==> src/rtl/multicycle_controller.sv <==
// Moore control unit for the 16-bit accumulator multi-cycle datapath, plus a retired-instruction counter.
// Strobes are decoded from the current state only, so they drop to 0 as soon as rst rises.
module multicycle_controller (
    input  logic        clk,
    input  logic        rst,
    input  logic [2:0]  opcode,
    output logic        PCWriteCond,
    output logic        PCWrite,
    output logic        IorD,
    output logic        memRead,
    output logic        memWrite,
    output logic        IRWrite,
    output logic        memToAcc,
    output logic        accWrite,
    output logic        ALUSrcA,
    output logic        ALUSrcB,
    output logic        PCSrc,
    output logic [1:0]  ALUFunc,
    output logic [15:0] instrCount
);

    typedef enum logic [3:0] {
        INIT   = 4'd0,
        FETCH  = 4'd1,
        DECODE = 4'd2,
        MEMRD  = 4'd3,
        EXEC   = 4'd4,
        LDWB   = 4'd5,
        STORE  = 4'd6,
        JUMP   = 4'd7,
        BRZ    = 4'd8
    } state_t;

    localparam logic [2:0] OP_NOP = 3'b011;
    localparam logic [2:0] OP_LDA = 3'b100;
    localparam logic [2:0] OP_STA = 3'b101;
    localparam logic [2:0] OP_JMP = 3'b110;
    localparam logic [2:0] OP_JZ  = 3'b111;

    state_t state;
    state_t state_next;
    logic   retire;

    // Every final state of an instruction always returns to FETCH, so being in it means retiring.
    assign retire = (state == EXEC) || (state == LDWB) || (state == STORE) ||
                    (state == JUMP) || (state == BRZ) ||
                    ((state == DECODE) && (opcode == OP_NOP));

    always_ff @(posedge clk or posedge rst) begin
        if (rst) begin
            state      <= INIT;
            instrCount <= 16'd0;
        end else begin
            state <= state_next;
            if (retire) begin
                instrCount <= instrCount + 16'd1;
            end
        end
    end

    always_comb begin
        state_next = state;
        case (state)
            INIT:   state_next = FETCH;
            FETCH:  state_next = DECODE;
            DECODE: begin
                case (opcode)
                    OP_NOP:  state_next = FETCH;
                    OP_STA:  state_next = STORE;
                    OP_JMP:  state_next = JUMP;
                    OP_JZ:   state_next = BRZ;
                    default: state_next = MEMRD;
                endcase
            end
            MEMRD:  state_next = (opcode == OP_LDA) ? LDWB : EXEC;
            EXEC:   state_next = FETCH;
            LDWB:   state_next = FETCH;
            STORE:  state_next = FETCH;
            JUMP:   state_next = FETCH;
            BRZ:    state_next = FETCH;
            default: state_next = INIT;
        endcase
    end

    always_comb begin
        PCWriteCond = 1'b0;
        PCWrite     = 1'b0;
        IorD        = 1'b0;
        memRead     = 1'b0;
        memWrite    = 1'b0;
        IRWrite     = 1'b0;
        memToAcc    = 1'b0;
        accWrite    = 1'b0;
        ALUSrcA     = 1'b0;
        ALUSrcB     = 1'b0;
        PCSrc       = 1'b0;
        ALUFunc     = 2'b00;
        case (state)
            FETCH: begin
                memRead = 1'b1;
                IRWrite = 1'b1;
                ALUSrcB = 1'b1;
                PCWrite = 1'b1;
            end
            MEMRD: begin
                IorD    = 1'b1;
                memRead = 1'b1;
            end
            // Only ADD/SUB/AND reach EXEC, so the low opcode bits are the ALU function.
            EXEC: begin
                ALUSrcA  = 1'b1;
                ALUFunc  = opcode[1:0];
                accWrite = 1'b1;
            end
            LDWB: begin
                memToAcc = 1'b1;
                accWrite = 1'b1;
            end
            STORE: begin
                IorD     = 1'b1;
                memWrite = 1'b1;
            end
            JUMP: begin
                PCSrc   = 1'b1;
                PCWrite = 1'b1;
            end
            BRZ: begin
                ALUSrcA     = 1'b1;
                ALUFunc     = 2'b11;
                PCSrc       = 1'b1;
                PCWriteCond = 1'b1;
            end
            default: begin
            end
        endcase
    end

endmodule
==> config.mk <==
export PLATFORM = sky130hd
export DESIGN_NAME = multicycle_controller
export DESIGN_NICKNAME = d
export VERILOG_FILES = /design/src/rtl/multicycle_controller.sv
export SDC_FILE = /design/constraint.sdc
export NUM_CORES = 1
export LEC_CHECK = 0
export CAP_MARGIN = 20
export CORE_ASPECT_RATIO = 0.8
export CORE_UTILIZATION = 46
export CTS_CLUSTER_SIZE = 16
export DETAILED_ROUTE_END_ITERATION = 8
export PLACE_DENSITY = 0.74
export SYNTH_ARGS = -nofsm -noshare
export SYNTH_HDL_FRONTEND = slang
export SYNTH_SLANG_ARGS = --single-unit
==> constraint.sdc <==
create_clock -name clk -period 2.3 [get_ports clk]
set_clock_uncertainty 0.15 [all_clocks]
set_input_delay 0.46 -clock clk [delete_from_list [all_inputs] [get_ports clk]]
set_output_delay 0.46 -clock clk [all_outputs]
set_load 0.03 [all_outputs]
==> results of run 1 <==
[state kept, by name (all words and copies together) (netlist names)]
name,count
instrCount,16
state,4
[cell usage after synthesis, types with 2 or more instances]
cell                       number
sky130_fd_sc_hd__a21oi_1        7
sky130_fd_sc_hd__and2_1         2
sky130_fd_sc_hd__and3_1         4
sky130_fd_sc_hd__buf_2          2
sky130_fd_sc_hd__clkbuf_1       2
sky130_fd_sc_hd__dfrtp_1       20
sky130_fd_sc_hd__inv_1          4
sky130_fd_sc_hd__nand2_1       10
sky130_fd_sc_hd__nand2b_1       3
sky130_fd_sc_hd__nand3_1        5
sky130_fd_sc_hd__nand4_1        7
sky130_fd_sc_hd__nor2_1        12
sky130_fd_sc_hd__nor3_1         2
sky130_fd_sc_hd__o22ai_1        2
sky130_fd_sc_hd__xnor2_1       13
sky130_fd_sc_hd__xor2_1         3
[stage by stage]
stage | hold slack, ns | cell area, um2 | power (mW) | util (%) | instances
2_1_floorplan | 0.274 | 1140 | 1.23 | - | 116
3_3_place_gp | 0.309 | 1530 | 1.60 | 67.7 | 176
3_5_place_dp | 0.319 | 1530 | 1.63 | 67.7 | 176
4_1_cts | 0.315 | 1620 | 1.95 | 71.9 | 185
5_1_grt | 0.321 | 1650 | 2.13 | 73.4 | 190
6_report | 0.305 | 1650 | 2.03 | 73.4 | 190
[metal layers]
metal | routed length (um) | track usage, % | vias to the layer above
met1 | 1350 | 32.7 | 507
met3 | 195 | 6.74 | 4
met4 | 23 | 4.29 | 0
li1 | - | - | 496
met2 | 1320 | 35.6 | 54
met5 | 0 | 0 | -
[timing repair]
action	in CTS	in global routing
pin swaps	0	1
endpoints found under the hold margin	0	0
gates resized for setup	17	11
endpoints found under the setup margin	11	7
buffers inserted	5	5
[kinds of logic after synthesis]
logic type	after synthesis
xor gates and xnor gates	17
buffers and inverters	11
DFF	20
and+or+nand+nor	54
AOI/OAI and AO/OA	12
adders and majority gates	1
muxes	1
[power by group through the flow]
stage	Sequential (mW)	Combinational (mW)	Clock [mW]
6_report	0.533	1.20	0.292
5_1_grt	0.543	1.28	0.308
4_1_cts	0.526	1.13	0.293
3_5_place_dp	0.546	1.08	0
3_3_place_gp	0.542	1.06	0
2_1_floorplan	0.590	0.641	0
[worst max-delay path, stage by stage (launching register included)]
cell and delay [ns]:
sky130_fd_sc_hd__dfrtp_2 0.45, sky130_fd_sc_hd__buf_6 0.14, sky130_fd_sc_hd__or4b_4 0.53, sky130_fd_sc_hd__inv_1 0.10, sky130_fd_sc_hd__buf_6 0.13
[worst max path at each step]
stage / endpoint / startpoint / slack [ns] / depth (start not counted)
final: PCWriteCond / state[2]$_DFF_PP0_ / 0.03 / 4
after global routing: PCSrc / state[2]$_DFF_PP0_ / -0.03 / 4
after CTS: PCSrc / state[1]$_DFF_PP0_ / -0.005 / 4
after detailed placement: instrCount[1]$_DFFE_PP0P_ / opcode[1] / 0.07 / 5
after global placement: instrCount[1]$_DFFE_PP0P_ / opcode[1] / 0.11 / 5
after floorplan: PCSrc / state[3]$_DFF_PP0_ / 0.20 / 3
[final cells by class]
type / instances / share of cell area [%]
multi-input cells: 85 / 35.2
flip-flops and latches: 20 / 30.4
repair buffers: 52 / 28.4
well taps: 25 / 1.89
clock inverters: 1 / 1.82
clock buffers: 3 / 1.36
inverters: 4 / 0.908
==> run summary, run 1 <==
=====================================================================================
Part of the power in registers                                                  26.3%
Layout overhead on the synthesized area                                         44.5%
Routed wirelength normalized by instance count                                15.2 um
Hold violation total from the final report                                          0
Commonest non-fill, non-tap cells in the layout                          sky130_fd_sc_hd__clkdlybuf4s50_1, sky130_fd_sc_hd__dfrtp_1, sky130_fd_sc_hd__buf_4
Post-synthesis cell count                                                         116
Worst IR drop on VDD                                                         0.759 mV
Arrival @ worst endpoint                                                      1.66 ns
Post-synthesis register bit count                                                  20
Worst relative slew slack                                                       77.2%
Type of the setup path with the least slack                                   reg2out
Total detailed-routing wirelength                                             2880 um
DRC violation count after routing                                                   0
Smallest setup slack after layout                                           0.0281 ns
Hold WC Path Type                                                            in2async
Min Tclk post-route                                                           2.27 ns
Sw power                                                                     0.907 mW
Count of distinct cell types in the synthesized netlist                            34
Share of Yosys cell area claimed by the top area cell type                      43.7%
Total power divided by cell area                                          1230 nW/um2
Synth warnings                                                                      0
Num rows                                                                           15
F_max                                                                         440 MHz
Outcome                                                                     completed
Slew Limit Fails                                                                    0
R2r setup slk                                                                 0.17 ns
Source of the worst register-to-register timing path                     state[2]$_DFF_PP0_
Wire length of the first global-routing pass                                  4550 um
Top cells by area, synth                                                 sky130_fd_sc_hd__dfrtp_1, sky130_fd_sc_hd__xnor2_1, sky130_fd_sc_hd__nor2_1
Switching part of the total                                                     44.7%
Largest family of logic cells by synthesized area                        simple AND/OR/NAND/NOR gates
LEAKAGE                                                                      0.758 nW
Count of input and output buffers                                                  33
Sinks on the clock net                                                             20
Hold-fix buffers, CTS                                                               0
Fraction of synthesized cell area in xor and xnor cells                         13.7%
Compound-cell area share of the yosys netlist                                   7.65%
Number of DRC markers after the initial detailed-route iteration                   56
Final Setup Violations                                                              0
Slew at the pin closest to its max-slew limit                                0.343 ns
Final total negative setup slack                                                 0 ns
Worst slack after detailed placement                                        0.0717 ns
Avg Vias per Cell                                                                5.58
Initial core utilization                                                        50.8%
Vias in the first global route                                                    961
Library cell occupying the most area in the post-synthesis netlist       sky130_fd_sc_hd__dfrtp_1
GP Congestion                                                                   0.956
Drt first pass iters                                                                6
Sum of net half-perimeters after detailed placement                           1990 um
Combined area of all synthesized cells                                       1140 um2
Clock-pin slew on the worst setup and hold paths                              0.12 ns
Floorplan Core Area                                                          2250 um2
Critical register-to-register path endpoint                              instrCount[1]$_DFFE_PP0P_
Maximum number of pins on one net before global-route repair                       21
Top-level I/O count                                                                34
Synthesized-area fraction occupied by adder cells                               1.09%
Synth Area in Simple Gates                                                      27.1%
Critical Path End Type                                                   primary output
Logic pwr share                                                                 59.3%
Clock root buffer                                                        sky130_fd_sc_hd__clkbuf_4
Count of fill cells added during filler insertion                                 171
Remaining global-route overflow                                                     0
Clock share of power                                                            14.4%
Portion of the post-synthesis area used by sequential elements                  43.7%
Clock tree from TritonCTS                                                       built
Count of maximum capacitance violations                                             0
Layout cells sized above 1                                                      24.8%
Bufs on Longest Clock Path                                                          2
Full die area                                                                2690 um2
Internal power                                                                1.12 mW
Skew-Pair Late Insertion Delay                                                0.31 ns
Overall global routing resource usage                                           23.1%
Most used flip-flop cell after synthesis                                 sky130_fd_sc_hd__dfrtp_1
FF+latch area                                                                 503 um2
Nets                                                                              172
Crit path max fanout                                                                5
Via count                                                                        1061
Antenna violations before repair                                                    0
Fraction of the cycle the final worst path needs                                98.8%
# H-tree levels                                                                     1
Type of origin of the critical path                                              flop
Most frequent standard cell in the layout excluding fill and tap cells   sky130_fd_sc_hd__clkdlybuf4s50_1
Count of cells along the worst register-to-register path                            6
Inserted Clock Buffers                                                              3
Unrepaired setup endpoints after global routing                                   yes
Share of synthesized area spent on multiplexers                                0.984%
Multi-input gate area in the final layout                                     582 um2
Number of synthesized flops with an enable pin                                      0
Die Width                                                                     57.8 um
Async SR Flop Fraction                                                           100%
Vertical die dimension                                                        46.6 um
Number of diodes                                                                    0
Critical Path RT                                                              1.69 ns
Mean area per synthesized cell                                               9.87 um2
Post-synthesis net count                                                          122
Post-route antenna net violation count                                              0
=====================================================================================
No activity file was read; power rests on OpenSTA's default activity.
==> inputs of run 2 (changes only) <==
- CTS_BUF_LIST: unset -> sky130_fd_sc_hd__clkbuf_16
- PLACE_DENSITY: 0.74 -> 0.78
- SLEW_MARGIN: unset -> 10
==> run summary, run 2 (synthesis results as in run 1) <==
=====================================================================================
Final total negative setup slack                                                 0 ns   unchanged
Bufs on Longest Clock Path                                                          2   unchanged
Smallest setup slack after layout                                           0.0330 ns   +0.00493 ns
Critical Path RT                                                              1.69 ns   about the same
Unrepaired setup endpoints after global routing                                    no
Antenna violations before repair                                                    0   unchanged
Worst IR drop on VDD                                                          1.00 mV   +32%
Num rows                                                                           15   unchanged
Commonest non-fill, non-tap cells in the layout                          sky130_fd_sc_hd__clkdlybuf4s50_1, sky130_fd_sc_hd__dfrtp_1, sky130_fd_sc_hd__buf_4
Type of the setup path with the least slack                                   reg2out
Hold worst-path end                                                      instrCount[15]$_DFFE_PP0P_
Total power divided by cell area                                          1270 nW/um2   +3.8%
Most common cell on crit path                                            sky130_fd_sc_hd__buf_4
Hold violation total from the final report                                          0   unchanged
Inserted Clock Buffers                                                              3   unchanged
Clock tree from TritonCTS                                                       built
Floorplan Core Area                                                          2250 um2   unchanged
Critical path's slowest cell                                             sky130_fd_sc_hd__or4b_4
Critical register-to-register path endpoint                              instrCount[1]$_DFFE_PP0P_
Outcome                                                                  finished, violations left
Final non-filler cell total                                                       183   -3.7%
# H-tree levels                                                                     1   unchanged
Min Tclk post-route                                                           2.27 ns   -0.00493 ns
Fraction of the cycle the final worst path needs                                98.6%   -0.21 points
Critical Path End Type                                                   primary output
Slowest cell delay on critical path                                           0.56 ns   +0.03 ns
Count of maximum capacitance violations                                             0   unchanged
Most flops, register                                                       instrCount
Layout cells sized above 1                                                      20.3%   -4.6 points
Worst slack after detailed placement                                        0.0451 ns   -0.0267 ns
Number of diodes                                                                    0   unchanged
Via count                                                                        1042   -1.8%
GP Congestion                                                                   0.914   -4.4%
Skew-Pair Late Insertion Delay                                                0.25 ns   -0.06 ns
Top-level I/O count                                                                34   unchanged
R2r setup slk                                                                 0.23 ns   +0.06 ns
Post-route antenna net violation count                                              0   unchanged
Die Width                                                                     57.8 um   unchanged
Clock root buffer                                                        sky130_fd_sc_hd__clkbuf_16
Worst hold path cell count                                                          1
Clock-pin slew on the worst setup and hold paths                              0.06 ns   -0.06 ns
Crit path max fanout                                                                5   unchanged
Source of the worst register-to-register timing path                     state[1]$_DFF_PP0_
Sinks on the clock net                                                             20   unchanged
Post-Place Cells                                                                  175   -0.57%
Overall global routing resource usage                                           22.1%   -0.95 points
Total detailed-routing wirelength                                             2730 um   -5.3%
Sum of net half-perimeters after detailed placement                           1910 um   -4.3%
Violations in the final reports                                                   DRC
List of cells traversed by the critical path                             buf_4 -> or4b_4 -> o21ai_2 -> buf_4
F_max                                                                         441 MHz   +0.22%
Slew Limit Fails                                                                    0   unchanged
Drt first pass iters                                                                6   unchanged
Routed wirelength normalized by instance count                                14.9 um   -1.7%
Hold Path Origin                                                         instrCount[15]$_DFFE_PP0P_
Dominant delay contributor by cell family on the critical path           simple AND/OR/NAND/NOR gates
Count of input and output buffers                                                  33   unchanged
Maximum number of pins on one net before global-route repair                       21   unchanged
Type of origin of the critical path                                              flop
Max FFs per register                                                               16   unchanged
Wire length of the first global-routing pass                                  4330 um   -4.9%
LEAKAGE                                                                      0.752 nW   -0.85%
DRC violation count after routing                                                   1   +1
Initial core utilization                                                        50.8%   unchanged
Vertical die dimension                                                        46.6 um   unchanged
Nets                                                                              165   -4.1%
Worst relative slew slack                                                       78.7%   +1.5 points
Slew at the pin closest to its max-slew limit                                0.319 ns   -0.0242 ns
Arrival @ worst endpoint                                                      1.66 ns   about the same
Vias in the first global route                                                    908   -5.5%
Number of DRC markers after the initial detailed-route iteration                   79   +41%
Full die area                                                                2690 um2   unchanged
Hold-fix buffers, CTS                                                               0   unchanged
Most frequent standard cell in the layout excluding fill and tap cells   sky130_fd_sc_hd__clkdlybuf4s50_1
Layout overhead on the synthesized area                                         43.6%
Avg Vias per Cell                                                                5.69   +2.0%
Buffers and inverters on the worst path                                             2   -1
Remaining global-route overflow                                                     0   unchanged
Biggest registers after layout                                           instrCount: 16 flops, state: 4 flops
Hold WC Path Type                                                             reg2reg
Count of cells along the worst register-to-register path                            5   -1
Final Setup Violations                                                              0   unchanged
=====================================================================================
[run 2: cell types whose count changed in the layout (fill, tap and decap cells not counted)]
cell	delta
sky130_fd_sc_hd__buf_2	-1
sky130_fd_sc_hd__buf_4	-3
sky130_fd_sc_hd__buf_6	-4
sky130_fd_sc_hd__clkbuf_16	+3
sky130_fd_sc_hd__clkbuf_2	-1
sky130_fd_sc_hd__clkbuf_4	-3
sky130_fd_sc_hd__clkdlybuf4s15_1	-2
sky130_fd_sc_hd__dlygate4sd2_1	+4
[run 2: area by class of cell]
| cell class | count | area [um2] |
|---|---|---|
| multi-input combinational | 85 | 582 |
| fill | 167 | 608 |
| sequential | 20 | 503 |
| tap | 25 | 31.3 |
| timing repair buffer | 45 | 408 |
| clock inverter | 1 | 30.0 |
| clock buffer | 3 | 75.1 |
| inverter | 4 | 15.0 |
[run 2: repair_timing]
action,in CTS,in global routing
gates resized for setup,11,4
setup endpoints to repair,11,2
setup buffers,4,0
pin swaps,0,0
[run 2: report_power, final]
group          internal [mW]  leakage, nW  switching, mW  total (mW)
Combinational          0.440        0.438          0.643        1.08
Clock                  0.345       0.0511          0.120       0.465
Sequential             0.431        0.263          0.113       0.545
[run 2: metal layers]
metal	up-vias	share of wire [%]	track usage, %
met5	-	0	0
met4	0	0.77	4.29
met3	8	6.0	6.74
met2	41	48	36.0
met1	509	45	29.6
li1	484	-	-
[run 2: how the worst max path moves through the flow]
| stage | start | slack, ns | cells after the start | to |
|---|---|---|---|---|
| 2_1_floorplan | state[3]$_DFF_PP0_ | 0.20 | 3 | PCSrc |
| 3_3_place_gp | state[1]$_DFF_PP0_ | 0.10 | 3 | ALUSrcA |
| 3_5_place_dp | state[2]$_DFF_PP0_ | 0.05 | 3 | memToAcc |
| 4_1_cts | state[1]$_DFF_PP0_ | 0.02 | 4 | PCSrc |
| 5_1_grt | state[2]$_DFF_PP0_ | 0.007 | 4 | IRWrite |
| 6_report | state[1]$_DFF_PP0_ | 0.03 | 4 | PCSrc |
[run 2: per-stage QoR]
step | instance area [um2] | util, % | hold WS [ns] | power [mW]
after floorplan | 1140 | - | 0.274 | 1.23
after global placement | 1520 | 67.4 | 0.309 | 1.58
after detailed placement | 1520 | 67.4 | 0.315 | 1.61
after CTS | 1640 | 73.0 | 0.326 | 2.09
after global routing | 1640 | 73.0 | 0.340 | 2.20
final | 1640 | 73.0 | 0.319 | 2.09
==> RTL edit, RTL diff (flow settings as in run 1) <==
Re-encode `state_t` (9 states) as one-hot, 9 bits wide.
--- a/src/rtl/multicycle_controller.sv
+++ b/src/rtl/multicycle_controller.sv
@@ -20,14 +20,14 @@
 );
 
-    typedef enum logic [3:0] {
-        INIT   = 4'd0,
-        FETCH  = 4'd1,
-        DECODE = 4'd2,
-        MEMRD  = 4'd3,
-        EXEC   = 4'd4,
-        LDWB   = 4'd5,
-        STORE  = 4'd6,
-        JUMP   = 4'd7,
-        BRZ    = 4'd8
+    typedef enum logic [8:0] {
+        INIT   = 9'b000000001,
+        FETCH  = 9'b000000010,
+        DECODE = 9'b000000100,
+        MEMRD  = 9'b000001000,
+        EXEC   = 9'b000010000,
+        LDWB   = 9'b000100000,
+        STORE  = 9'b001000000,
+        JUMP   = 9'b010000000,
+        BRZ    = 9'b100000000
     } state_t;
 
Function: no difference found for any inputs over 10 cycles, from zero or initial values and one cycle with rst high; not proved beyond that.
==> RTL edit against run 1 <==
  * The flow now finishes with violations (negative setup slack)
  * Wire length up 19%
  * Count of clock-buffer cells in the layout up 1
  * Area after synthesis up 23%
  * Via count up 18%
  * Fmax down 6.9%
  * Sequential power up 18%
  * Power down 21%
  * Design area up 18%
  * Non-clock buffer count down 3
  * Setup slack worse by 170 ps
  * Sequential cell count up 5
==> RTL edit: results (changes against run 1) <==
GRT
The via count of the first global-routing pass is 1063 (was 961). The wire length of the first global-routing pass is 5050 um (was 4550 um). The all-layer global routing usage is 20.6% (was 23.1%). The maximum number of pins on one net before global-route repair is 26 (was 21).

Timing
The slack of the critical path came to -140 ps (was 28.1 ps). The transition time at the pin with the least slew margin is 493 ps (was 343 ps). The number of failing setup endpoints in the final timing report is 4 (was 0).

Placed design
The post-placement cell count is 219 (was 176). The detailed placer's ending HPWL is 2300 um (was 1990 um). The global placement routability congestion is 0.859 (was 0.956).

Clocking
The cell at the root of the clock tree is sky130_fd_sc_hd__clkbuf_8 (was sky130_fd_sc_hd__clkbuf_4). The clock-pin slew on the worst setup and hold paths was 80 ps (was 120 ps). The clock latency on the worst-skew pair was 260 ps (was 310 ps).

Layout
The share of layout cells above drive strength 1 came to 28.3% (was 24.8%). The number of nets in the layout was 198 (was 172).

Drt
The total wire length is 3420 um (was 2880 um). The total via count in the routed design is 1251 (was 1061). The number of iterations in the first detailed-routing pass is 4 (was 6).

The average detailed-routed wire length per instance is 14.9 um (was 15.2 um). The starting DRC count in detailed routing came to 68 (was 56).

Status
Run status: complete, but fails checks (was finished, final reports clean). The checks that failed: negative setup slack.

Critical path
The terminus of the critical flop-to-flop path is instrCount[7] (was instrCount[1]). The capturing element of the worst setup path is PCWrite (was PCWriteCond). The maximum single-stage delay on the critical path is 400 ps (was 530 ps). The beginning of the critical path is state[6] (was state[2]). The data arrival time of the critical path was 1830 ps (was 1660 ps). The slowest cell on the critical path is sky130_fd_sc_hd__or3_4 (was sky130_fd_sc_hd__or4b_4). The critical-path maximum fanout is 3 (was 5). The worst-case reg-to-reg path depth is 8 (was 6).

Logic synthesis
Dominant cells by area after synthesis: sky130_fd_sc_hd__dfrtp_1 43%, sky130_fd_sc_hd__xnor2_1 9.3%, sky130_fd_sc_hd__nor2_1 4.5% (was sky130_fd_sc_hd__dfrtp_1 44%, sky130_fd_sc_hd__xnor2_1 9.9%, sky130_fd_sc_hd__nor2_1 3.9%). Synth cell count leaders: 24 x sky130_fd_sc_hd__dfrtp_1, 17 x sky130_fd_sc_hd__nor2_1, 15 x sky130_fd_sc_hd__xnor2_1 (was 20 x sky130_fd_sc_hd__dfrtp_1, 13 x sky130_fd_sc_hd__xnor2_1, 12 x sky130_fd_sc_hd__nor2_1). The multiplexer area fraction after synthesis is 0.799% (was 0.984%).

The count of cell types in the netlist is 36 (was 34). The xor and xnor fraction of the mapped netlist area is 10.6% (was 13.7%). The synthesized netlist net count was 148 (was 122). The sequential fraction of the synthesis area came to 44.5% (was 43.7%).

The complex-gate fraction of the synthesized area was 7.55% (was 7.65%).

Power and ir drop
The worst-case vdd ir drop is 0.489 mV (was 0.759 mV). The leakage power total is 0.863 nW (was 0.758 nW).
-- RTL edit: worst min path at each step --
stage / end / cells after the start / slack [ps] / from
floorplan: instrCount[0] / 1 / 340 / rst
global placement: instrCount[15] / 1 / 310 / instrCount[15]
detailed placement: instrCount[15] / 1 / 320 / instrCount[15]
CTS: instrCount[15] / 1 / 340 / instrCount[15]
global route: instrCount[15] / 1 / 350 / instrCount[15]
finish: instrCount[15] / 1 / 330 / instrCount[15]
-- RTL edit: worst reg2reg max path, cell delays in order (launching register included) --
cell,delay (ps)
sky130_fd_sc_hd__dfrtp_2,460
sky130_fd_sc_hd__nor4_4,340
sky130_fd_sc_hd__buf_4,170
sky130_fd_sc_hd__buf_4,120
sky130_fd_sc_hd__nand2b_2,70
sky130_fd_sc_hd__o221ai_4,230
sky130_fd_sc_hd__buf_4,210
sky130_fd_sc_hd__nand4_1,120
sky130_fd_sc_hd__xnor2_1,150
-- RTL edit: repair_timing --
action,4_1_cts,5_1_grt
gates cloned,0,0
setup endpoints to repair,11,12
buffers inserted,3,3
pin swaps,0,4
gates resized for setup,5,10
-- RTL edit: final cells by class --
| type | instances | area (sq um) |
|---|---|---|
| Clock buffer | 4 | 45.0 |
| Fill cell | 213 | 876 |
| Inverter | 5 | 18.8 |
| Multi-Input combinational cell | 108 | 786 |
| Sequential cell | 25 | 631 |
| Tap cell | 38 | 47.5 |
| Timing Repair Buffer | 49 | 425 |
-- RTL edit: cell families after synthesis --
| family | after synthesis |
|---|---|
| AOI/OAI and AO/OA | 12 |
| xor gates and xnor gates | 17 |
| adders and majority gates | 2 |
| buffers and inverters | 9 |
| DFF | 25 |
| muxes | 1 |
| and+or+nand+nor | 76 |
-- RTL edit: through the flow --
| stage | util (%) | setup slack, ps | power, mW | area (sq um) | TNS, ps |
|---|---|---|---|---|---|
| 2_1_floorplan | - | -60.0 | 1.04 | 1420 | -66.8 |
| 3_3_place_gp | 63.9 | 106 | 1.23 | 1810 | 0 |
| 3_5_place_dp | 63.9 | 64.6 | 1.25 | 1810 | 0 |
| 4_1_cts | 67.1 | -120 | 1.54 | 1900 | -260 |
| 5_1_grt | 69.0 | -180 | 1.68 | 1950 | -486 |
| 6_report | 69.0 | -140 | 1.60 | 1950 | -292 |
-- RTL edit: per-layer routing --
metal	vias up	routed length, um	GRT usage [%]
met4	0	65	8.71
met1	590	1590	29.8
li1	606	-	-
met2	49	1520	29.4
met3	6	249	4.82
met5	-	0	0
-- RTL edit: power by group --
part | internal [mW] | leakage [nW] | switching (mW)
registers | 0.505 | 0.334 | 0.121
logic | 0.316 | 0.506 | 0.405
clock network | 0.124 | 0.0228 | 0.131
